--- src/rtl/display_scan_mux_if.sv ---
// Signal bundle between the clock/stopwatch datapath and the multiplexed
// 7-segment output stage. The master side supplies the encoded digits, the
// alarm level and the raw button. The slave side returns the segment bus, the
// digit enables and the view indicator.
interface display_scan_mux_if;
    logic [6:0] seg_hh1;
    logic [6:0] seg_hh2;
    logic [6:0] seg_mm1;
    logic [6:0] seg_mm2;
    logic [6:0] seg_ss1;
    logic [6:0] seg_ss2;
    logic [6:0] seg_sw_mm1;
    logic [6:0] seg_sw_mm2;
    logic [6:0] seg_sw_ss1;
    logic [6:0] seg_sw_ss2;
    logic       alarm_trigger;
    logic       mode_btn;
    logic [6:0] seg_out;
    logic [5:0] an;
    logic       mode_led;

    modport master (
        output seg_hh1, seg_hh2, seg_mm1, seg_mm2, seg_ss1, seg_ss2,
        output seg_sw_mm1, seg_sw_mm2, seg_sw_ss1, seg_sw_ss2,
        output alarm_trigger, mode_btn,
        input  seg_out, an, mode_led
    );

    modport slave (
        input  seg_hh1, seg_hh2, seg_mm1, seg_mm2, seg_ss1, seg_ss2,
        input  seg_sw_mm1, seg_sw_mm2, seg_sw_ss1, seg_sw_ss2,
        input  alarm_trigger, mode_btn,
        output seg_out, an, mode_led
    );
endinterface

--- src/rtl/display_scan_mux.sv ---
// Time-multiplexes six clock digits or four stopwatch digits onto a shared
// 7-segment bus with active-low digit enables. It debounces the view-select
// button and blanks the whole display in alternating windows while the alarm
// is active.
module display_scan_mux #(
    parameter int unsigned SCAN_DIV        = 1000,
    parameter int unsigned DEBOUNCE_CYCLES = 16,
    parameter int unsigned BLINK_DIV       = 64
) (
    input logic                clk,
    input logic                rst,
    display_scan_mux_if.slave  bus
);

    localparam int unsigned SCAN_W  = $clog2(SCAN_DIV);
    localparam int unsigned DB_W    = $clog2(DEBOUNCE_CYCLES);
    localparam int unsigned BLINK_W = $clog2(BLINK_DIV);

    localparam logic [SCAN_W-1:0]  SCAN_LAST  = SCAN_W'(SCAN_DIV - 1);
    localparam logic [DB_W-1:0]    DB_LAST    = DB_W'(DEBOUNCE_CYCLES - 1);
    localparam logic [BLINK_W-1:0] BLINK_LAST = BLINK_W'(BLINK_DIV - 1);

    typedef enum logic [1:0] {
        IDLE,
        PRESS,
        HELD,
        RELEASE
    } db_state_t;

    logic [SCAN_W-1:0]  scan_cnt_q;
    logic [2:0]         d_q;
    logic               sync1_q;
    logic               sync2_q;
    db_state_t          state_q;
    logic [DB_W-1:0]    db_cnt_q;
    logic               mode_q;
    logic [BLINK_W-1:0] blink_cnt_q;
    logic               blink_phase_q;
    logic [6:0]         seg_q;
    logic [5:0]         an_q;
    logic [6:0]         seg_d;
    logic [5:0]         an_d;
    logic               mode_toggle;

    // Accepting a press happens on the same edge that flips the view, so the
    // scan restart below can key off it.
    assign mode_toggle = (state_q == PRESS) && sync2_q && (db_cnt_q == DB_LAST);

    // Two-flop synchronizer for the asynchronous button.
    always_ff @(posedge clk) begin
        if (!rst) begin
            sync1_q <= 1'b0;
            sync2_q <= 1'b0;
        end else begin
            sync1_q <= bus.mode_btn;
            sync2_q <= sync1_q;
        end
    end

    // Debounce FSM. It issues one view toggle per accepted press and needs a
    // stable release before it arms again.
    always_ff @(posedge clk) begin
        if (!rst) begin
            state_q  <= IDLE;
            db_cnt_q <= '0;
            mode_q   <= 1'b0;
        end else begin
            case (state_q)
                IDLE: begin
                    if (sync2_q) begin
                        state_q  <= PRESS;
                        db_cnt_q <= '0;
                    end
                end
                PRESS: begin
                    if (!sync2_q) begin
                        state_q <= IDLE;
                    end else if (db_cnt_q == DB_LAST) begin
                        mode_q  <= ~mode_q;
                        state_q <= HELD;
                    end else begin
                        db_cnt_q <= db_cnt_q + 1'b1;
                    end
                end
                HELD: begin
                    if (!sync2_q) begin
                        state_q  <= RELEASE;
                        db_cnt_q <= '0;
                    end
                end
                RELEASE: begin
                    if (sync2_q) begin
                        state_q <= HELD;
                    end else if (db_cnt_q == DB_LAST) begin
                        state_q <= IDLE;
                    end else begin
                        db_cnt_q <= db_cnt_q + 1'b1;
                    end
                end
                default: state_q <= IDLE;
            endcase
        end
    end

    // Scan divider and digit index. A view toggle restarts the frame at
    // position 0 and takes priority over a wrap on the same edge.
    always_ff @(posedge clk) begin
        if (!rst || mode_toggle) begin
            scan_cnt_q <= '0;
            d_q        <= '0;
        end else if (scan_cnt_q == SCAN_LAST) begin
            scan_cnt_q <= '0;
            d_q        <= (d_q == 3'd5) ? 3'd0 : d_q + 3'd1;
        end else begin
            scan_cnt_q <= scan_cnt_q + 1'b1;
        end
    end

    // Alarm blink divider. It is held in the visible phase while the alarm
    // is off.
    always_ff @(posedge clk) begin
        if (!rst || !bus.alarm_trigger) begin
            blink_cnt_q   <= '0;
            blink_phase_q <= 1'b0;
        end else if (blink_cnt_q == BLINK_LAST) begin
            blink_cnt_q   <= '0;
            blink_phase_q <= ~blink_phase_q;
        end else begin
            blink_cnt_q <= blink_cnt_q + 1'b1;
        end
    end

    // Select the segments and enable for the current slot. The display is
    // blank during the dark blink phase and in the unused stopwatch slots.
    always_comb begin
        seg_d = '0;
        an_d  = '1;
        if (!blink_phase_q) begin
            if (!mode_q) begin
                case (d_q)
                    3'd0:    begin seg_d = bus.seg_hh1; an_d = 6'b111110; end
                    3'd1:    begin seg_d = bus.seg_hh2; an_d = 6'b111101; end
                    3'd2:    begin seg_d = bus.seg_mm1; an_d = 6'b111011; end
                    3'd3:    begin seg_d = bus.seg_mm2; an_d = 6'b110111; end
                    3'd4:    begin seg_d = bus.seg_ss1; an_d = 6'b101111; end
                    3'd5:    begin seg_d = bus.seg_ss2; an_d = 6'b011111; end
                    default: begin seg_d = '0;          an_d = '1;        end
                endcase
            end else begin
                case (d_q)
                    3'd2:    begin seg_d = bus.seg_sw_mm1; an_d = 6'b111011; end
                    3'd3:    begin seg_d = bus.seg_sw_mm2; an_d = 6'b110111; end
                    3'd4:    begin seg_d = bus.seg_sw_ss1; an_d = 6'b101111; end
                    3'd5:    begin seg_d = bus.seg_sw_ss2; an_d = 6'b011111; end
                    default: begin seg_d = '0;             an_d = '1;        end
                endcase
            end
        end
    end

    // Output registers that drive the display pins.
    always_ff @(posedge clk) begin
        if (!rst) begin
            seg_q <= '0;
            an_q  <= '1;
        end else begin
            seg_q <= seg_d;
            an_q  <= an_d;
        end
    end

    assign bus.seg_out  = seg_q;
    assign bus.an       = an_q;
    assign bus.mode_led = mode_q;

endmodule

--- src/flat_wrapper.sv ---
// flat-port wrapper written by rule: the top's interface ports become plain ports
module display_scan_mux_flat 
#(
    parameter int unsigned SCAN_DIV        = 1000,
    parameter int unsigned DEBOUNCE_CYCLES = 16,
    parameter int unsigned BLINK_DIV       = 64
)
  (clk, rst, bus_seg_hh1, bus_seg_hh2, bus_seg_mm1, bus_seg_mm2, bus_seg_ss1, bus_seg_ss2, bus_seg_sw_mm1, bus_seg_sw_mm2, bus_seg_sw_ss1, bus_seg_sw_ss2, bus_alarm_trigger, bus_mode_btn, bus_seg_out, bus_an, bus_mode_led);
  display_scan_mux_if bus_i ();
  input logic clk;
  input logic rst;
  input wire logic [$bits(bus_i.seg_hh1)-1:0] bus_seg_hh1;
  input wire logic [$bits(bus_i.seg_hh2)-1:0] bus_seg_hh2;
  input wire logic [$bits(bus_i.seg_mm1)-1:0] bus_seg_mm1;
  input wire logic [$bits(bus_i.seg_mm2)-1:0] bus_seg_mm2;
  input wire logic [$bits(bus_i.seg_ss1)-1:0] bus_seg_ss1;
  input wire logic [$bits(bus_i.seg_ss2)-1:0] bus_seg_ss2;
  input wire logic [$bits(bus_i.seg_sw_mm1)-1:0] bus_seg_sw_mm1;
  input wire logic [$bits(bus_i.seg_sw_mm2)-1:0] bus_seg_sw_mm2;
  input wire logic [$bits(bus_i.seg_sw_ss1)-1:0] bus_seg_sw_ss1;
  input wire logic [$bits(bus_i.seg_sw_ss2)-1:0] bus_seg_sw_ss2;
  input wire logic [$bits(bus_i.alarm_trigger)-1:0] bus_alarm_trigger;
  input wire logic [$bits(bus_i.mode_btn)-1:0] bus_mode_btn;
  output wire logic [$bits(bus_i.seg_out)-1:0] bus_seg_out;
  output wire logic [$bits(bus_i.an)-1:0] bus_an;
  output wire logic [$bits(bus_i.mode_led)-1:0] bus_mode_led;
  assign bus_i.seg_hh1 = bus_seg_hh1;
  assign bus_i.seg_hh2 = bus_seg_hh2;
  assign bus_i.seg_mm1 = bus_seg_mm1;
  assign bus_i.seg_mm2 = bus_seg_mm2;
  assign bus_i.seg_ss1 = bus_seg_ss1;
  assign bus_i.seg_ss2 = bus_seg_ss2;
  assign bus_i.seg_sw_mm1 = bus_seg_sw_mm1;
  assign bus_i.seg_sw_mm2 = bus_seg_sw_mm2;
  assign bus_i.seg_sw_ss1 = bus_seg_sw_ss1;
  assign bus_i.seg_sw_ss2 = bus_seg_sw_ss2;
  assign bus_i.alarm_trigger = bus_alarm_trigger;
  assign bus_i.mode_btn = bus_mode_btn;
  assign bus_seg_out = bus_i.seg_out;
  assign bus_an = bus_i.an;
  assign bus_mode_led = bus_i.mode_led;
  display_scan_mux #(.SCAN_DIV(SCAN_DIV), .DEBOUNCE_CYCLES(DEBOUNCE_CYCLES), .BLINK_DIV(BLINK_DIV)) u_core (.clk(clk), .rst(rst), .bus(bus_i));
endmodule
--- config.mk ---
export PLATFORM = sky130hd
export DESIGN_NAME = display_scan_mux_flat
export DESIGN_NICKNAME = d
export VERILOG_FILES = /design/src/rtl/display_scan_mux_if.sv /design/src/rtl/display_scan_mux.sv /design/src/flat_wrapper.sv
export SDC_FILE = /design/constraint.sdc
export NUM_CORES = 1
export LEC_CHECK = 0
export CELL_PAD_IN_SITES_DETAIL_PLACEMENT = 1
export CELL_PAD_IN_SITES_GLOBAL_PLACEMENT = 1
export CORE_ASPECT_RATIO = 1.2
export CORE_MARGIN = 2
export CORE_UTILIZATION = 25
export DETAILED_ROUTE_END_ITERATION = 12
export PLACE_DENSITY_LB_ADDON = 0.1
export SETUP_SLACK_MARGIN = 0.02
export SLEW_MARGIN = 20
export SYNTH_ARGS = -nofsm -noshare
export SYNTH_HDL_FRONTEND = slang
export SYNTH_SLANG_ARGS = --single-unit
--- constraint.sdc ---
create_clock -name clk -period 2.62 [get_ports clk]
set_clock_uncertainty 0.2 [all_clocks]
set_input_delay 0.524 -clock clk [delete_from_list [all_inputs] [get_ports clk]]
set_output_delay 0.524 -clock clk [all_outputs]
set_load 0.01 [all_outputs]
=== Word level (Yosys, flattened, before mapping) ===
Cells that the tools add are included.

* Bits in registers: 42
* Input port bits: 74

* Add/sub/neg operators: 4
* Equal/unequal tests: 17
* Muxes and demuxes: 20
* Bitwise gates (word level): 3
* Reductions and logical operators: 14

{| class="wikitable"
|+ Operator list
! operator !! number
|-
| $pmux W7 S6 || 1
|-
| $pmux W6 S6 || 1
|-
| $pmux W7 S4 || 1
|-
| $pmux W6 S4 || 1
|-
| $mux W4 || 5
|-
| $pmux W4 S4 || 1
|-
| $mux W2 || 6
|-
| $add A10 B1 Y10 const B || 1
|-
| $eq A10 B10 Y1 const B || 1
|-
| $pmux W2 S4 || 1
|-
| $reduce_and A4 Y1 || 2
|-
| $mux W7 || 1
|-
| $add A6 B1 Y6 const B || 1
|-
| $eq A3 B2 Y1 const B || 2
|-
| $eq A3 B3 Y1 const B || 2
|-
| $eq A6 B6 Y1 const B || 1
|-
| $mux W6 || 1
|-
| $reduce_or A2 Y1 || 3
|-
| $add A4 B1 Y4 const B || 1
|-
| $eq A2 B2 Y1 const B || 2
|-
| $eq A4 B4 Y1 const B || 1
|-
| $ne A2 B1 Y1 const B || 2
|-
| $ne A2 B2 Y1 const B || 2
|-
| $add A3 B1 Y3 const B || 1
|-
| other kinds (12) || 17
|}

=== Depth between registers and ports, before layout ===
Gate-level depths: netlist of run 1.

* Word-level depth: 5
* Mapped depth: 8

=== Worst setup path before layout of run 1 ===
No wires, ideal clock.

* Kind: register -> register
* From: reg u_core.d_q[1]
* To: reg u_core.an_q[0], in the netlist u_core.bus.an[0]
* Arrival: 1.667 ns
* Data required time: 2.286 ns
* Path slack: 0.619 ns
* Stages on the path, launching flop included: 7
* Path buffers: 2
* Cell sequence: dfxtp_1 > buf_2 > clkbuf_1 > and2_1 > ha_1 > or3_1 > or4_1

* Word-level cells in the longest chain between the ends: 3
* Elaborated cells between the ends (all ways): 8
* Those cells by class: 5 x eq/ne; 2 x mux; 1 x reduce/logical

{| class="wikitable"
|+ Ends and longest elaborated chain
! element !! RTL line !! source
|-
| start, declared || display_scan_mux.sv:31 || <nowiki>logic [2:0] d_q;</nowiki>
|-
| start signal, assigned || display_scan_mux.sv:113 || <nowiki>d_q <= (d_q == 3'd5) ? 3'd0 : d_q + 3'd1;</nowiki>
|-
| $eq A3 B3 Y1, or another cell as far along || display_scan_mux.sv:140 || <nowiki>case (d_q)</nowiki>
|-
| $pmux W6 S6 (*) || display_scan_mux.sv:140 ||
|-
| $mux W6 (*) || display_scan_mux.sv:139 || <nowiki>if (!mode_q) begin</nowiki>
|-
| end signal, assigned || display_scan_mux.sv:168 || <nowiki>an_q <= an_d;</nowiki>
|-
| end, declared || display_scan_mux.sv:40 || <nowiki>logic [5:0] an_q;</nowiki>
|}

Every way passes the cells marked *; elsewhere a longest branch is shown, timed or not.
A chain may end at the register's enable or synchronous reset.

=== Worst setup path in the final report of run 1 ===
* From: reg u_core.d_q[2]
* To: reg u_core.seg_q[4], in the netlist u_core.bus.seg_out[4]

* Word-level cells in the longest chain between the ends: 3
* Elaborated cells between the ends (all ways): 9
* Those cells by class: 5 x eq/ne; 3 x mux; 1 x reduce/logical

{| class="wikitable"
|+ Ends and longest elaborated chain
! element !! RTL line !! source
|-
| $eq A3 B3 Y1, or another cell as far along || display_scan_mux.sv:140, display_scan_mux.sv:150 ||
|-
| $pmux W7 S6 / $pmux W7 S4 (equally long branches) || display_scan_mux.sv:140, display_scan_mux.sv:150 ||
|-
| $mux W7 (*) || display_scan_mux.sv:139 ||
|-
| end signal, assigned || display_scan_mux.sv:167 || <nowiki>seg_q <= seg_d;</nowiki>
|-
| end, declared || display_scan_mux.sv:39 || <nowiki>logic [6:0] seg_q;</nowiki>
|}

Marked as above.

==> qor.yml, run 1 <==
cts-root-buf: "clkbuf_8"
cts-hold-fix-buffers: 0
rsz0062_at_grt: "false"
p_int_mw: 1.086
grt_pass1_wl_um: 10900
p_clk_frac: 0.380
post-route-period-util: 0.8022
synth_cell_types: 42
pwr-share-seq: 0.488
setup_slack_ns: 0.5183
wl_per_cell_um: 15.68
vias: 2067
start_util: 0.2545
grt_max_degree: 21
cts_inserted_buffers: 5
grt.busiest_layer: "met2"
peakVddDrop_v: 0.0001983
firstDrtPassIters: 7
drive_gt1_frac: 0.06542
reg2reg_slack_ns: 0.52
cts.sinks: 42
avgSynthCellArea_um2: 9.096
p_sw_mw: 0.2675
post-place-ws_ns: 0.3454
yosysSeqAreaShare: 0.3900
clk_pin_slew_ns: 0.08
ioPinCount: 88
min_path_type: "flip-flop to flip-flop"
leakagePower_nw: 1.136
antenna_found_initial: 0
crit_arrival_ns: 2.06
finalSetupViolCount: 0
placed_area_mm2: 0.003131
grt_pass1_vias: 2142
combPwrFrac: 0.131
grtUsageMet3: 0.02897
track_usage: 0.1495
drc_errors: 0
drtAntennaViolNets: 0
dpl.hpwl_um: 5419
required_ns: 2.58
layout.nets: 400
grt-ovfl-total: 0
synthToLayoutAreaGrowth_pct: 50.44
clk_latency_ns: 0.29
clockBufferDepth: 2
status: "finished, final reports clean"
cp-end-kind: "flip-flop"
whs_ns: 0.2428
synth_nets: 316
startpoint_type: "flip-flop"
antennaDiodeCount: 0
die_h_um: 105.7
crit_type: "flip-flop to flip-flop"
viasPerCell: 4.719
min_period_ns: 2.102
die_x_um: 88.77
hold_viol_final: 0
gp_congestion: 0.7020
met1_usage: 0.1849
ys_ff_latch: 42
finalSetupTns_ns: 0
synthesis.area_mm2: 0.002156
maxCapViolCount: 0
tritoncts: "built"
cts_resized: 0
drt-initial-drc-count: 88
use_met2: 0.2537
die_area_mm2: 0.009385
cts_setup_buffers: 0
yosys_warnings: 0
maxSlewViolCount: 0
tightest_slew_ns: 0.5617
wirelength_um: 6866
num_rows: 37
p_sw_frac: 0.1976
fin_total_pwr_mw: 1.354
slew_headroom: 0.6255
h-tree-depth: 2
core_mm2: 0.008472
p_per_area_mw_per_mm2: 417.4
netlist_instances: 237
crit_fanout: 20
final_area_mm2: 0.003243
max_freq_ghz: 0.4758
port_buffers: 87
## cell usage in the layout, fill, tap and decap left out, types with 4 or more instances in the layout
cell type | synthesis | layout
a22o_1 | 7 | 7
a222oi_1 | 14 | 14
mux2_2 | 5 | 5
o21ai_0 | 11 | 11
nor2_1 | 29 | 29
clkbuf_8 | 0 | 6
nand3b_1 | 8 | 8
xor2_1 | 5 | 5
nand3_1 | 10 | 10
nand2_1 | 8 | 8
inv_1 | 4 | 4
buf_4 | 0 | 5
mux2i_1 | 7 | 7
xnor2_1 | 13 | 13
clkdlybuf4s50_1 | 0 | 87
o22ai_1 | 7 | 7
ha_1 | 5 | 5
or3_1 | 4 | 4
dfxtp_1 | 42 | 42
nor2b_1 | 4 | 4
nor3_1 | 4 | 4
## critical path: stages (launching register included)
cell	delay [ns]
dfxtp_1	0.54
buf_4	0.34
mux2_2	0.39
a222oi_1	0.37
o22ai_1	0.13
## Yosys cell counts
cell      number  area (um2)
a21boi_0       2       15.01
nand3b_1       8       60.06
o21ai_1        1       5.000
clkbuf_1       6       22.52
buf_2          7       35.03
and4_1         1       8.760
mux2i_1        7       70.07
buf_6          2       22.52
nand2_1        8       30.03
and3_1         3       18.77
or2_1          2       12.51
o41ai_1        1       8.760
mux2_4         1       15.01
dfxtp_1       42       840.8
a21boi_1       1       7.510
mux2_1         1       11.26
xnor2_1       13       113.9
inv_1          4       15.01
inv_2          1       3.750
ha_1           5       62.56
or3_1          4       25.02
mux2_2         5       56.30
o22ai_1        7       43.79
o21ai_0       11       55.05
nand2b_1       3       18.77
nand3_1       10       50.05
and2_1         3       18.77
a22o_1         7       61.31
nand3_2        1       10.01
nand4b_1       1       8.760
a211o_1        1       8.760
a21oi_1        3       15.01
or4_1          2       15.01
nand4_1        3       18.77
nor2_1        29       108.9
nor3_2         1       10.01
nor3b_1        2       15.01
xor2_1         5       43.79
nor2b_1        4       25.02
nor3_1         4       20.02
and3b_1        1       8.760
a222oi_1      14       140.1
## power by group through the flow
stage | Clock [mW] | Combinational (mW) | Sequential, mW
after global placement | 0 | 0.177 | 0.676
after floorplan | 0 | 0.0419 | 0.678
after global routing | 0.567 | 0.194 | 0.663
after CTS | 0.539 | 0.180 | 0.661
final | 0.515 | 0.178 | 0.661
after detailed placement | 0 | 0.180 | 0.676
## sequential cells by signal (all words and copies together) (netlist names), named ones only
name and cells:
u_core.bus.mode_led 1, u_core.blink_cnt_q 6, u_core.db_cnt_q 4, u_core.state_q 1, u_core.d_q 3, u_core.sync1_q 1, u_core.bus.seg_out 7, u_core.scan_cnt_q 10
u_core.bus.an 6, u_core.sync2_q 1, u_core.blink_phase_q 1
## worst paths after layout
| kind | from | to | cells past startpoint |
|---|---|---|---|
| setup / recovery | u_core.d_q[2] | u_core.bus.seg_out[4] | 4 |
| hold / removal | u_core.sync1_q | u_core.sync2_q | 1 |
| setup reg to reg | u_core.d_q[2] | u_core.bus.seg_out[4] | 4 |
| hold reg to reg | u_core.sync1_q | u_core.sync2_q | 1 |
## cell type report
| class | instances | area, um2 |
|---|---|---|
| clock buffers | 6 | 82.58 |
| clock inverters | 1 | 30.03 |
| fillers | 1014 | 5229 |
| inverters | 5 | 18.77 |
| multi-input cells | 175 | 1216 |
| flip-flops and latches | 42 | 840.8 |
| well taps | 117 | 146.4 |
| repair buffers | 92 | 908.4 |
## through the flow
stage,cells,util
CTS,438,0.3828
global placement,431,0.3695
global route,438,0.3828
detailed placement,431,0.3695
floorplan,237,-
finish,438,0.3828
## per-layer routing
metal / share of wire / wire, um / vias up
met5: 0 / 0 / -
met4: 0.012 / 82 / 0
li1: - / - / 1037
met3: 0.040 / 274 / 4
met2: 0.50 / 3460 / 44
met1: 0.44 / 3047 / 982
## kinds of logic after synthesis
family / count (synthesis) / synth area share
buf+inv: 20 / 0.04584
flops: 42 / 0.3900
fa+ha+maj: 5 / 0.02902
compound gates: 48 / 0.1671
simple gates: 90 / 0.2240
mux: 14 / 0.07080
xor+xnor: 18 / 0.07313
Note: power is estimated with default switching activity, not from simulation.
==> run 2, diff against run 1 <==
==> constraint.sdc (replaced) <==
create_clock -name clk -period 1.9 [get_ports clk]
set_clock_uncertainty 0.2 [all_clocks]
set_input_delay 0.38 -clock clk [delete_from_list [all_inputs] [get_ports clk]]
set_output_delay 0.38 -clock clk [all_outputs]
set_load 0.01 [all_outputs]
==> qor.yml, run 2 (same netlist as run 1, synthesis figures left out) <==
clk_latency_ns: 0.29  # about the same
grt_max_degree: 16  # -24%
final_area_mm2: 0.003369  # +3.9%
cts.sinks: 42  # unchanged
crit_cells: 1  # -3
crit_arrival_ns: 1.25  # -0.81 ns
peakVddDrop_v: 0.0004041  # +100%
die_x_um: 88.77  # unchanged
max_freq_ghz: 0.5461
cpLargestDelayFamily: "buffers and inverters"
use_met2: 0.2910  # +0.03731
viasPerCell: 4.769  # +1.1%
drive_gt1_frac: 0.1168  # +0.05135
maxCapViolCount: 0  # unchanged
track_usage: 0.1554  # +0.005806
finalSetupViolCount: 0  # unchanged
core_mm2: 0.008472  # unchanged
antennaDiodeCount: 0  # unchanged
hold_depth: 1  # unchanged
rsz0062_at_grt: "true"
slew_headroom: 0.7059  # +0.08034
die_h_um: 105.7  # unchanged
drc_errors: 0  # unchanged
max_stage_delay_ns: 0.55  # about the same
wirelength_um: 7260  # +5.7%
num-fill-cells: 998  # -1.6%
cts_inserted_buffers: 5  # unchanged
antenna_found_initial: 0  # unchanged
layout_commonest_cell: "clkdlybuf4s50_1"
hold_viol_final: 0  # unchanged
grt_pass1_vias: 2216  # +3.5%
layout.nets: 412  # +3.0%
cts-hold-fix-buffers: 0  # unchanged
h-tree-depth: 2  # unchanged
critPathBufInv: 1  # unchanged
tightest_slew_ns: 0.4412  # -0.1205 ns
final_cell_mix: "clkdlybuf4s50_1, dfxtp_1, nor2_1, buf_4, a222oi_1"
regMostFlops: "u_core.scan_cnt_q"
port_buffers: 87  # unchanged
largest_reg_flops: 10  # unchanged
cts-root-buf: "clkbuf_8"
gp_congestion: 0.7506  # +6.9%
wl_per_cell_um: 16.10  # +2.7%
vias: 2151  # +4.1%
cts_setup_buffers: 0  # unchanged
clockBufferDepth: 2  # unchanged
synthToLayoutAreaGrowth_pct: 56.30
clk_pin_slew_ns: 0.08  # about the same
drtAntennaViolNets: 0  # unchanged
drt-initial-drc-count: 77  # -13%
cp-end-kind: "output pin"
startpoint_type: "flip-flop"
grt_pass1_wl_um: 11260  # +3.3%
tritoncts: "built"
leakagePower_nw: 1.196  # +5.3%
required_ns: 1.32  # -1.26 ns
num_rows: 37  # unchanged
fin_total_pwr_mw: 1.870  # +38%
p_per_area_mw_per_mm2: 555.1  # +33%
cpMaxStageDelayCell: "clkdlybuf4s50_1"
cp_cell_sequence: "clkdlybuf4s50_1"
maxSlewViolCount: 0  # unchanged
min_period_ns: 1.831
dpl.hpwl_um: 5846  # +7.9%
firstDrtPassIters: 4  # -3
ioPinCount: 88  # unchanged
crit_type: "flip-flop to output pin"
post-route-period-util: 0.9638
met1_usage: 0.1698  # -0.01509
rr_worst_depth: 5  # +1
placed_area_mm2: 0.003248  # +3.8%
min_path_type: "flip-flop to flip-flop"
die_area_mm2: 0.009385  # unchanged
start_util: 0.2545  # unchanged
grtUsageMet3: 0.03289  # +0.003915
crit_fanout: 7  # -65%
status: "finished, final reports clean"
grt-ovfl-total: 0  # unchanged
grt.busiest_layer: "met2"
-- run 2: cell types whose count changed in the layout (fill, tap and decap cells not counted), moves of 2 or more --
cell,delta
buf_4,+10
dfxtp_1,-2
ha_1,-2
dfxtp_2,+2
-- run 2: final timing paths --
kind	startpoint	endpoint	slack, ns
max	u_core.bus.mode_led	bus_mode_led	0.07
min	u_core.scan_cnt_q[0]	u_core.scan_cnt_q[0]	0.26
max reg2reg	u_core.d_q[2]	u_core.bus.an[0]	0.10
min reg2reg	u_core.scan_cnt_q[0]	u_core.scan_cnt_q[0]	0.26
-- run 2: metrics by stage --
stage / worst slack, ns / cells / TNS [ns] / utilization / hold slack [ns]
after CTS: 0.03917 / 451 / 0 / 0.3968 / 0.2644
after global routing: -0.002742 / 451 / -0.002742 / 0.3977 / 0.2969
after floorplan: 0.02202 / 237 / 0 / - / 0.2119
after detailed placement: -0.05565 / 443 / -0.1968 / 0.3834 / 0.2471
after global placement: -0.05322 / 443 / -0.05322 / 0.3834 / 0.2274
final: 0.06873 / 451 / 0 / 0.3977 / 0.2552
-- run 2: area by class of cell --
cell class                 instances  area [um2]  share of cell area
timing repair buffer             104        1015              0.3012
multi-input combinational        175        1236              0.3669
tap                              117       146.4             0.04345
sequential                        42       843.3              0.2503
clock inverter                     2       37.54             0.01114
clock buffer                       6       72.57             0.02154
inverter                           5       18.77            0.005570
-- run 2: per-layer routing --
layer / part of all wire / vias up
li1: - / 1061
met1: 0.39 / 1031
met2: 0.55 / 52
met3: 0.046 / 7
met4: 0.013 / 0
met5: 0 / -
-- run 2: power breakdown --
group          internal (mW)  switching [mW]
registers              0.900          0.0119
clock network          0.392           0.313
logic                  0.182          0.0719
total                   1.47           0.397
-- run 2: timing repair --
action / in CTS / in global routing
pin swaps: 0 / 4
resized for setup: 2 / 3
endpoints found under the hold margin: 0 / 0
setup endpoints to repair: 8 / 9
